File: src/rtl/m_axil_cmd.sv
// m_axil_cmd: single-outstanding AXI4-Lite master that converts a command stream into
// AXI-Lite reads/writes and returns one response per command, with a hung-slave timeout.
module m_axil_cmd #(
    parameter int DATA_WIDTH = 32,
    parameter int ADDR_WIDTH = 12,
    parameter int TIMEOUT    = 1024
) (
    input  logic                    axi_clock,
    input  logic                    rst,
    input  logic                    cmd_valid,
    output logic                    cmd_ready,
    input  logic                    cmd_we,
    input  logic [ADDR_WIDTH-1:0]   cmd_addr,
    input  logic [DATA_WIDTH-1:0]   cmd_wdata,
    input  logic [DATA_WIDTH/8-1:0] cmd_wstrb,
    output logic                    rsp_valid,
    input  logic                    rsp_ready,
    output logic [DATA_WIDTH-1:0]   rsp_rdata,
    output logic [1:0]              rsp_resp,
    output logic                    rsp_timeout,
    output logic [ADDR_WIDTH-1:0]   m_axil_awaddr,
    output logic [2:0]              m_axil_awprot,
    output logic                    m_axil_awvalid,
    input  logic                    m_axil_awready,
    output logic [DATA_WIDTH-1:0]   m_axil_wdata,
    output logic [DATA_WIDTH/8-1:0] m_axil_wstrb,
    output logic                    m_axil_wvalid,
    input  logic                    m_axil_wready,
    input  logic [1:0]              m_axil_bresp,
    input  logic                    m_axil_bvalid,
    output logic                    m_axil_bready,
    output logic [ADDR_WIDTH-1:0]   m_axil_araddr,
    output logic [2:0]              m_axil_arprot,
    output logic                    m_axil_arvalid,
    input  logic                    m_axil_arready,
    input  logic [DATA_WIDTH-1:0]   m_axil_rdata,
    input  logic [1:0]              m_axil_rresp,
    input  logic                    m_axil_rvalid,
    output logic                    m_axil_rready
);
    localparam int CW = (TIMEOUT > 1) ? $clog2(TIMEOUT + 1) : 1;

    typedef enum logic [2:0] {IDLE, WADDR, WRESP, RADDR, RDATA, RESP} state_t;

    state_t                  r_state, w_next;
    logic [ADDR_WIDTH-1:0]   r_addr;
    logic [DATA_WIDTH-1:0]   r_wdata, r_rdata;
    logic [DATA_WIDTH/8-1:0] r_wstrb;
    logic                    r_aw_done, r_w_done, r_to;
    logic [CW-1:0]           r_cnt;
    logic [1:0]              r_resp;
    logic                    w_busy, w_hit, w_accept, w_b_hs, w_r_hs, w_expire;

    assign w_busy   = (r_state == WADDR) || (r_state == WRESP) || (r_state == RADDR) || (r_state == RDATA);
    // The counter reaches TIMEOUT on the edge closing this cycle; a B/R handshake here still wins.
    assign w_hit    = (TIMEOUT != 0) && w_busy && (r_cnt == CW'(TIMEOUT - 1));
    assign w_accept = cmd_valid & cmd_ready;
    assign w_b_hs   = (r_state == WRESP) & m_axil_bvalid;
    assign w_r_hs   = (r_state == RDATA) & m_axil_rvalid;
    assign w_expire = w_hit & ~w_b_hs & ~w_r_hs;

    assign cmd_ready      = (r_state == IDLE) & ~rst;
    assign rsp_valid      = (r_state == RESP);
    assign rsp_rdata      = r_rdata;
    assign rsp_resp       = r_resp;
    assign rsp_timeout    = r_to;
    assign m_axil_awaddr  = r_addr;
    assign m_axil_araddr  = r_addr;
    assign m_axil_awprot  = 3'b000;
    assign m_axil_arprot  = 3'b000;
    assign m_axil_wdata   = r_wdata;
    assign m_axil_wstrb   = r_wstrb;
    assign m_axil_awvalid = (r_state == WADDR) & ~r_aw_done;
    assign m_axil_wvalid  = (r_state == WADDR) & ~r_w_done;
    assign m_axil_bready  = (r_state == WRESP);
    assign m_axil_arvalid = (r_state == RADDR);
    assign m_axil_rready  = (r_state == RDATA);

    always_comb begin
        w_next = r_state;
        case (r_state)
            IDLE:         if (w_accept) w_next = cmd_we ? WADDR : RADDR;
            WADDR:        if ((r_aw_done | m_axil_awready) & (r_w_done | m_axil_wready)) w_next = WRESP;
            RADDR:        if (m_axil_arready) w_next = RDATA;
            WRESP, RDATA: if (w_b_hs | w_r_hs) w_next = RESP;
            RESP:         if (rsp_ready) w_next = IDLE;
            default:      w_next = IDLE;
        endcase
        if (w_expire) w_next = RESP;
    end

    always_ff @(posedge axi_clock) begin
        if (rst) begin
            r_state   <= IDLE;
            r_addr    <= '0;
            r_wdata   <= '0;
            r_wstrb   <= '0;
            r_aw_done <= 1'b0;
            r_w_done  <= 1'b0;
            r_cnt     <= '0;
            r_rdata   <= '0;
            r_resp    <= 2'b00;
            r_to      <= 1'b0;
        end else begin
            r_state <= w_next;
            if (w_accept) begin
                r_addr    <= cmd_addr;
                r_wdata   <= cmd_wdata;
                r_wstrb   <= cmd_wstrb;
                r_aw_done <= 1'b0;
                r_w_done  <= 1'b0;
                r_cnt     <= '0;
            end
            if (w_busy) r_cnt <= r_cnt + CW'(1);
            if (r_state == WADDR) begin
                r_aw_done <= r_aw_done | m_axil_awready;
                r_w_done  <= r_w_done | m_axil_wready;
            end
            if (w_b_hs) begin
                r_resp  <= m_axil_bresp;
                r_rdata <= '0;
                r_to    <= 1'b0;
            end
            if (w_r_hs) begin
                r_resp  <= m_axil_rresp;
                r_rdata <= m_axil_rdata;
                r_to    <= 1'b0;
            end
            if (w_expire) begin
                r_resp  <= 2'b10;
                r_rdata <= '0;
                r_to    <= 1'b1;
            end
        end
    end
endmodule

File: config.mk
export PLATFORM = sky130hd
export DESIGN_NAME = m_axil_cmd
export DESIGN_NICKNAME = d
export VERILOG_FILES = /design/src/rtl/m_axil_cmd.sv
export SDC_FILE = /design/constraint.sdc
export NUM_CORES = 1
export LEC_CHECK = 0
export CAP_MARGIN = 10
export CORE_MARGIN = 2
export CORE_UTILIZATION = 40
export CTS_CLUSTER_DIAMETER = 30
export CTS_CLUSTER_SIZE = 12
export DETAILED_ROUTE_END_ITERATION = 8
export PLACE_DENSITY = 0.91
export SKIP_CTS_REPAIR_TIMING = 1
export SYNTH_ARGS = -nofsm -noshare
export SYNTH_HDL_FRONTEND = slang
export SYNTH_SLANG_ARGS = --single-unit
File: constraint.sdc
create_clock -name axi_clock -period 1.9 [get_ports axi_clock]
set_input_delay 0.57 -clock axi_clock [delete_from_list [all_inputs] [get_ports axi_clock]]
set_output_delay 0.57 -clock axi_clock [all_outputs]
set_load 0.01 [all_outputs]
Word-level counts from Yosys, hierarchy flattened:

Cells that the tools add are included.
Widths: inputs -> output; s select.

* register bits: 99
* logic and storage cells: 80
* output and inout port bits: 108
* input bits: 94

* $add $sub $neg: 1
* reductions and logical operators: 13
* bitwise logic cells: 17
* multiplexer cells: 21
* equal/unequal tests: 16

Operators by type and width (number)
* $mux 32: 2
* $mux 11: 2
* $mux 3: 6
* $pmux 3 s5: 1
* $add 11x1->11 const B: 1
* $eq 11x10->1 const B: 1
* $reduce_and 5->1: 2
* $and 1x1->1: 9
* $mux 2: 4
* $eq 3x2->1 const B: 2
* $eq 3x3->1 const B: 2
* $mux 1: 6
* $ne 2x1->1 const B: 3
* $ne 3x1->1 const B: 2
* $ne 3x3->1 const B: 2
* $reduce_bool 2->1: 3
* $not 1->1: 5
* $ne 2x2->1 const B: 2
* $reduce_or 2->1: 2
* $eq 3x1->1 const B: 1
* $logic_not 3->1: 1
* $logic_or 1x1->1: 3
* $ne 3x2->1 const B: 1
* $or 1x1->1: 3
* 2 further kinds: 2

Logic depth before layout (Yosys ltp):

* word-level depth: 9
* depth in mapped cells: 7
* depth with buffers taken out: 5

Worst setup path after synthesis:

Ideal clock, no wire load.

* path kind: register to output
* start: register r_state[0]
* end: output port rsp_valid
* data arrival time: 1.059 ns
* setup slack: 0.271 ns
* required time: 1.330 ns
* cell stages (with the launch flop): 4
* cell sequence: dfxtp_1 -> buf_2 -> inv_1 -> nor3b_1

* word-level cells in the longest chain between the ends: 1

RTL lines
* from (decl): RTL line 45 `state_t r_state, w_next;`
* from (signal assigned): RTL line 105 `r_state <= w_next;`
* $eq 3x3->1: RTL line 63 `assign rsp_valid = (r_state == RESP);`
* to (decl): RTL line 16 `output logic rsp_valid,`

No other way between the ends.

Worst setup path in the final report:

* start: register r_addr[0] (netlist: m_axil_araddr[0])
* end: output port m_axil_araddr[0]

RTL lines
* from (decl): RTL line 46 `logic [ADDR_WIDTH-1:0] r_addr;`
* from (signal assigned): RTL line 107 `r_addr <= cmd_addr;`
* to (decl): RTL line 32 `output logic [ADDR_WIDTH-1:0] m_axil_araddr,`

No word-level cell between the ends.

==> results.sh <==
export IMPL_run_status="complete, no violations"
export IMPL_use_met3=0.0674
export IMPL_switchingPower_mw=1.31
export IMPL_p_clk_frac=0.301
export IMPL_hp_class="reg -> reg"
export IMPL_n_antenna_cell=0
export IMPL_dp_slack_ns=-0.238
export IMPL_n_fill_cell=753
export IMPL_yosys_top_cells_area="dfxtp_1, nand2_1, nand3b_1, a22oi_1, nor2_1"
export IMPL_finalSetupViolations=0
export IMPL_synth_largest_area_cell="dfxtp_1"
export IMPL_grt_max_degree=67
export IMPL_yosysWarnings=0
export IMPL_p_total_mw=4.90
export IMPL_drc_errors=0
export IMPL_busiest_layer="met2"
export IMPL_firstDrtPassIters=6
export IMPL_critPathRequiredTime_ns=1.33
export IMPL_slew_viol_final=0
export IMPL_use_met2=0.372
export IMPL_fin_nets=749
export IMPL_yosys_most_used_dff="dfxtp_1"
export IMPL_grt_usage=0.211
export IMPL_cts_tree="built"
export IMPL_max_freq_ghz=0.539
export IMPL_hold_viol=0
export IMPL_place_congestion=0.804
export IMPL_p_sw_frac=0.267
export IMPL_crit_fanout=3
export IMPL_routed_via_density=5.12
export IMPL_clock_latency_ns=0.37
export IMPL_fp_dieW_um=105
export IMPL_antenna_found_initial=0
export IMPL_pwr_density_cell_nw_per_um2=763
export IMPL_path_buf_inv=1
export IMPL_cp_slowest_stage_delay_ns=0.56
export IMPL_grt_pass1_vias=3954
export IMPL_maxSlewHeadroom=0.633
export IMPL_routed_wl_um=12000
export IMPL_synth_seq_area_share=0.489
export IMPL_cts_sinks=99
export IMPL_cp_slowest_cell="clkdlybuf4s50_1"
export IMPL_core_rowCount=36
export IMPL_synth_top_cell_area_share=0.489
export IMPL_synth_cell_types=47
export IMPL_clock_skew_ns=0.0113
export IMPL_pwr_share_seq=0.471
export IMPL_grt_overflow_total=0
export IMPL_start_util=0.412
export IMPL_layout_min_cycle_time_ns=1.86
export IMPL_fin_crit_sh=0.977
export IMPL_worst_slew_pin_slew_ns=0.551
export IMPL_synthesis_instances=465
export IMPL_h_tree_depth=3
export IMPL_clockRootBuffer="clkbuf_8"
export IMPL_cts_buffer_depth=2
export IMPL_layout_cells_non_filler=792
export IMPL_finish_instance_area_um2=6410
export IMPL_drv_cap=0
export IMPL_ant_nets=0
export IMPL_io_pins=202
export IMPL_crit_chain="clkdlybuf4s50_1"
export IMPL_syn_to_final_growth_pct=58.4
export IMPL_cp_arrival_ns=1.29
export IMPL_hpwl_um=8760
export IMPL_crit_family="buffers and inverters"
export IMPL_netlist_area_um2=4050
export IMPL_syn_avg_cell_area_um2=8.71
export IMPL_dr_total_vias=4055
export IMPL_cts_buffers=9
export IMPL_critPathCaptureType="output pin"
export IMPL_ir_drop_mv=0.479
export IMPL_grt_pass1_wl_um=18900
export IMPL_portBuffers=195
export IMPL_async_flop_share=0
export IMPL_grt_met1_usage=0.240
export IMPL_die_area_um2=10900
export IMPL_drt_wirelength_per_cell_um=15.1
export IMPL_path_class="reg -> out"
export IMPL_dpl_cell_count=775
export IMPL_die_y_um=105
export IMPL_synth_edf_count=0
export IMPL_start_kind="flop"
export IMPL_drtIter0Drc=148
export IMPL_layout_drive_gt1_share=0.106
export IMPL_placed_area_um2=6170
export IMPL_core_um2=9820
export IMPL_ys_ff_latch=99
export IMPL_p_int_mw=3.59
export IMPL_cts_reportedPaths_clkPinSlew_ns=0.10
export IMPL_setup_ws_ns=0.0434
export IMPL_final_util=0.653
export IMPL_leakagePower_nw=2.73
export IMPL_pwr_share_comb=0.228
-- power groups by stage --
stage          Combinational [mW]  Sequential (mW)  Clock [mW]
2_1_floorplan               0.429             2.40           0
3_3_place_gp                 1.10             2.34           0
3_5_place_dp                 1.13             2.35           0
4_1_cts                      1.14             2.30        1.51
5_1_grt                      1.20             2.32        1.59
6_report                     1.12             2.31        1.47
-- through the flow --
step / TNS [ns] / hold slack [ns]
after detailed placement: -7.54 / 0.463
final: 0 / 0.480
after CTS: -2.99 / 0.481
after global placement: -5.82 / 0.458
after global routing: -0.00540 / 0.500
after floorplan: 0 / 0.440
-- cells in the final DEF (no fill, tap or decap), types with 3 or more instances in the layout --
cell type	synthesis	layout
clkbuf_2	0	5
clkbuf_8	0	9
mux2i_1	3	3
buf_12	0	4
nand3b_1	48	48
a211oi_1	6	6
o211ai_1	3	3
a22oi_1	33	33
dfxtp_2	0	3
nor2_1	45	44
nand2_1	104	103
nand4_1	3	3
dlymetal6s2s_1	0	12
nor3b_1	5	3
dfxtp_1	99	95
nand3_1	5	5
buf_4	22	24
nor3_1	6	6
a21oi_1	16	16
buf_2	15	3
o21ai_0	3	3
clkdlybuf4s50_1	0	176
conb_1	1	6
-- final timing paths --
path | slack, ns | to | from | depth (start not counted)
max | 0.04 | m_axil_araddr[0] | m_axil_araddr[0] | 1
min | 0.48 | m_axil_wdata[16] | m_axil_wdata[16] | 2
max reg2reg | 0.08 | r_cnt[9] | r_state[1] | 5
min reg2reg | 0.48 | m_axil_wdata[16] | m_axil_wdata[16] | 2
-- layer usage --
metal,vias to the layer above,wire (µm)
met5,-,0
met4,0,210
met3,21,1020
met2,197,5940
met1,1885,4810
li1,1952,-
-- area by class of cell --
cell class,instances,area [µm²],share of cell area
inverters,1,3.75,0.000585
clock buffers,10,128,0.0199
clock inverters,6,88.8,0.0139
well taps,133,166,0.0259
flip-flops and latches,99,1990,0.310
multi-input cells,319,1830,0.285
repair buffers,224,2210,0.345
-- logic make-up after synthesis --
group	count (synthesis)	synth area share
flip-flops	99	0.489
AND/OR/NAND/NOR	235	0.296
AO/OA/AOI/OAI	73	0.127
adder cells (fa/ha/maj)	1	0.00309
other	1	0.000926
multiplexers	4	0.0102
buffers and inverters	52	0.0732
-- state kept, by name (all words and copies together) (netlist names), 2 cells and up --
register	flops
m_axil_araddr	12
m_axil_wdata	32
m_axil_wstrb	4
r_cnt	11
r_state	3
rsp_rdata	32
rsp_resp	2
-- cells in the mapped netlist, types with 2 or more instances --
| cell | instances |
|---|---|
| a211oi_1 | 6 |
| a21oi_1 | 16 |
| a22oi_1 | 33 |
| a32oi_1 | 2 |
| and2_1 | 2 |
| and3b_1 | 2 |
| and4_1 | 2 |
| buf_1 | 4 |
| buf_2 | 15 |
| buf_4 | 22 |
| clkbuf_1 | 10 |
| dfxtp_1 | 99 |
| mux2i_1 | 3 |
| nand2_1 | 104 |
| nand2b_1 | 2 |
| nand3_1 | 5 |
| nand3b_1 | 48 |
| nand4_1 | 3 |
| nor2_1 | 45 |
| nor3_1 | 6 |
| nor3b_1 | 5 |
| o211ai_1 | 3 |
| o21ai_0 | 3 |
| or3_1 | 2 |
No activity file was read; power rests on OpenSTA's default activity.
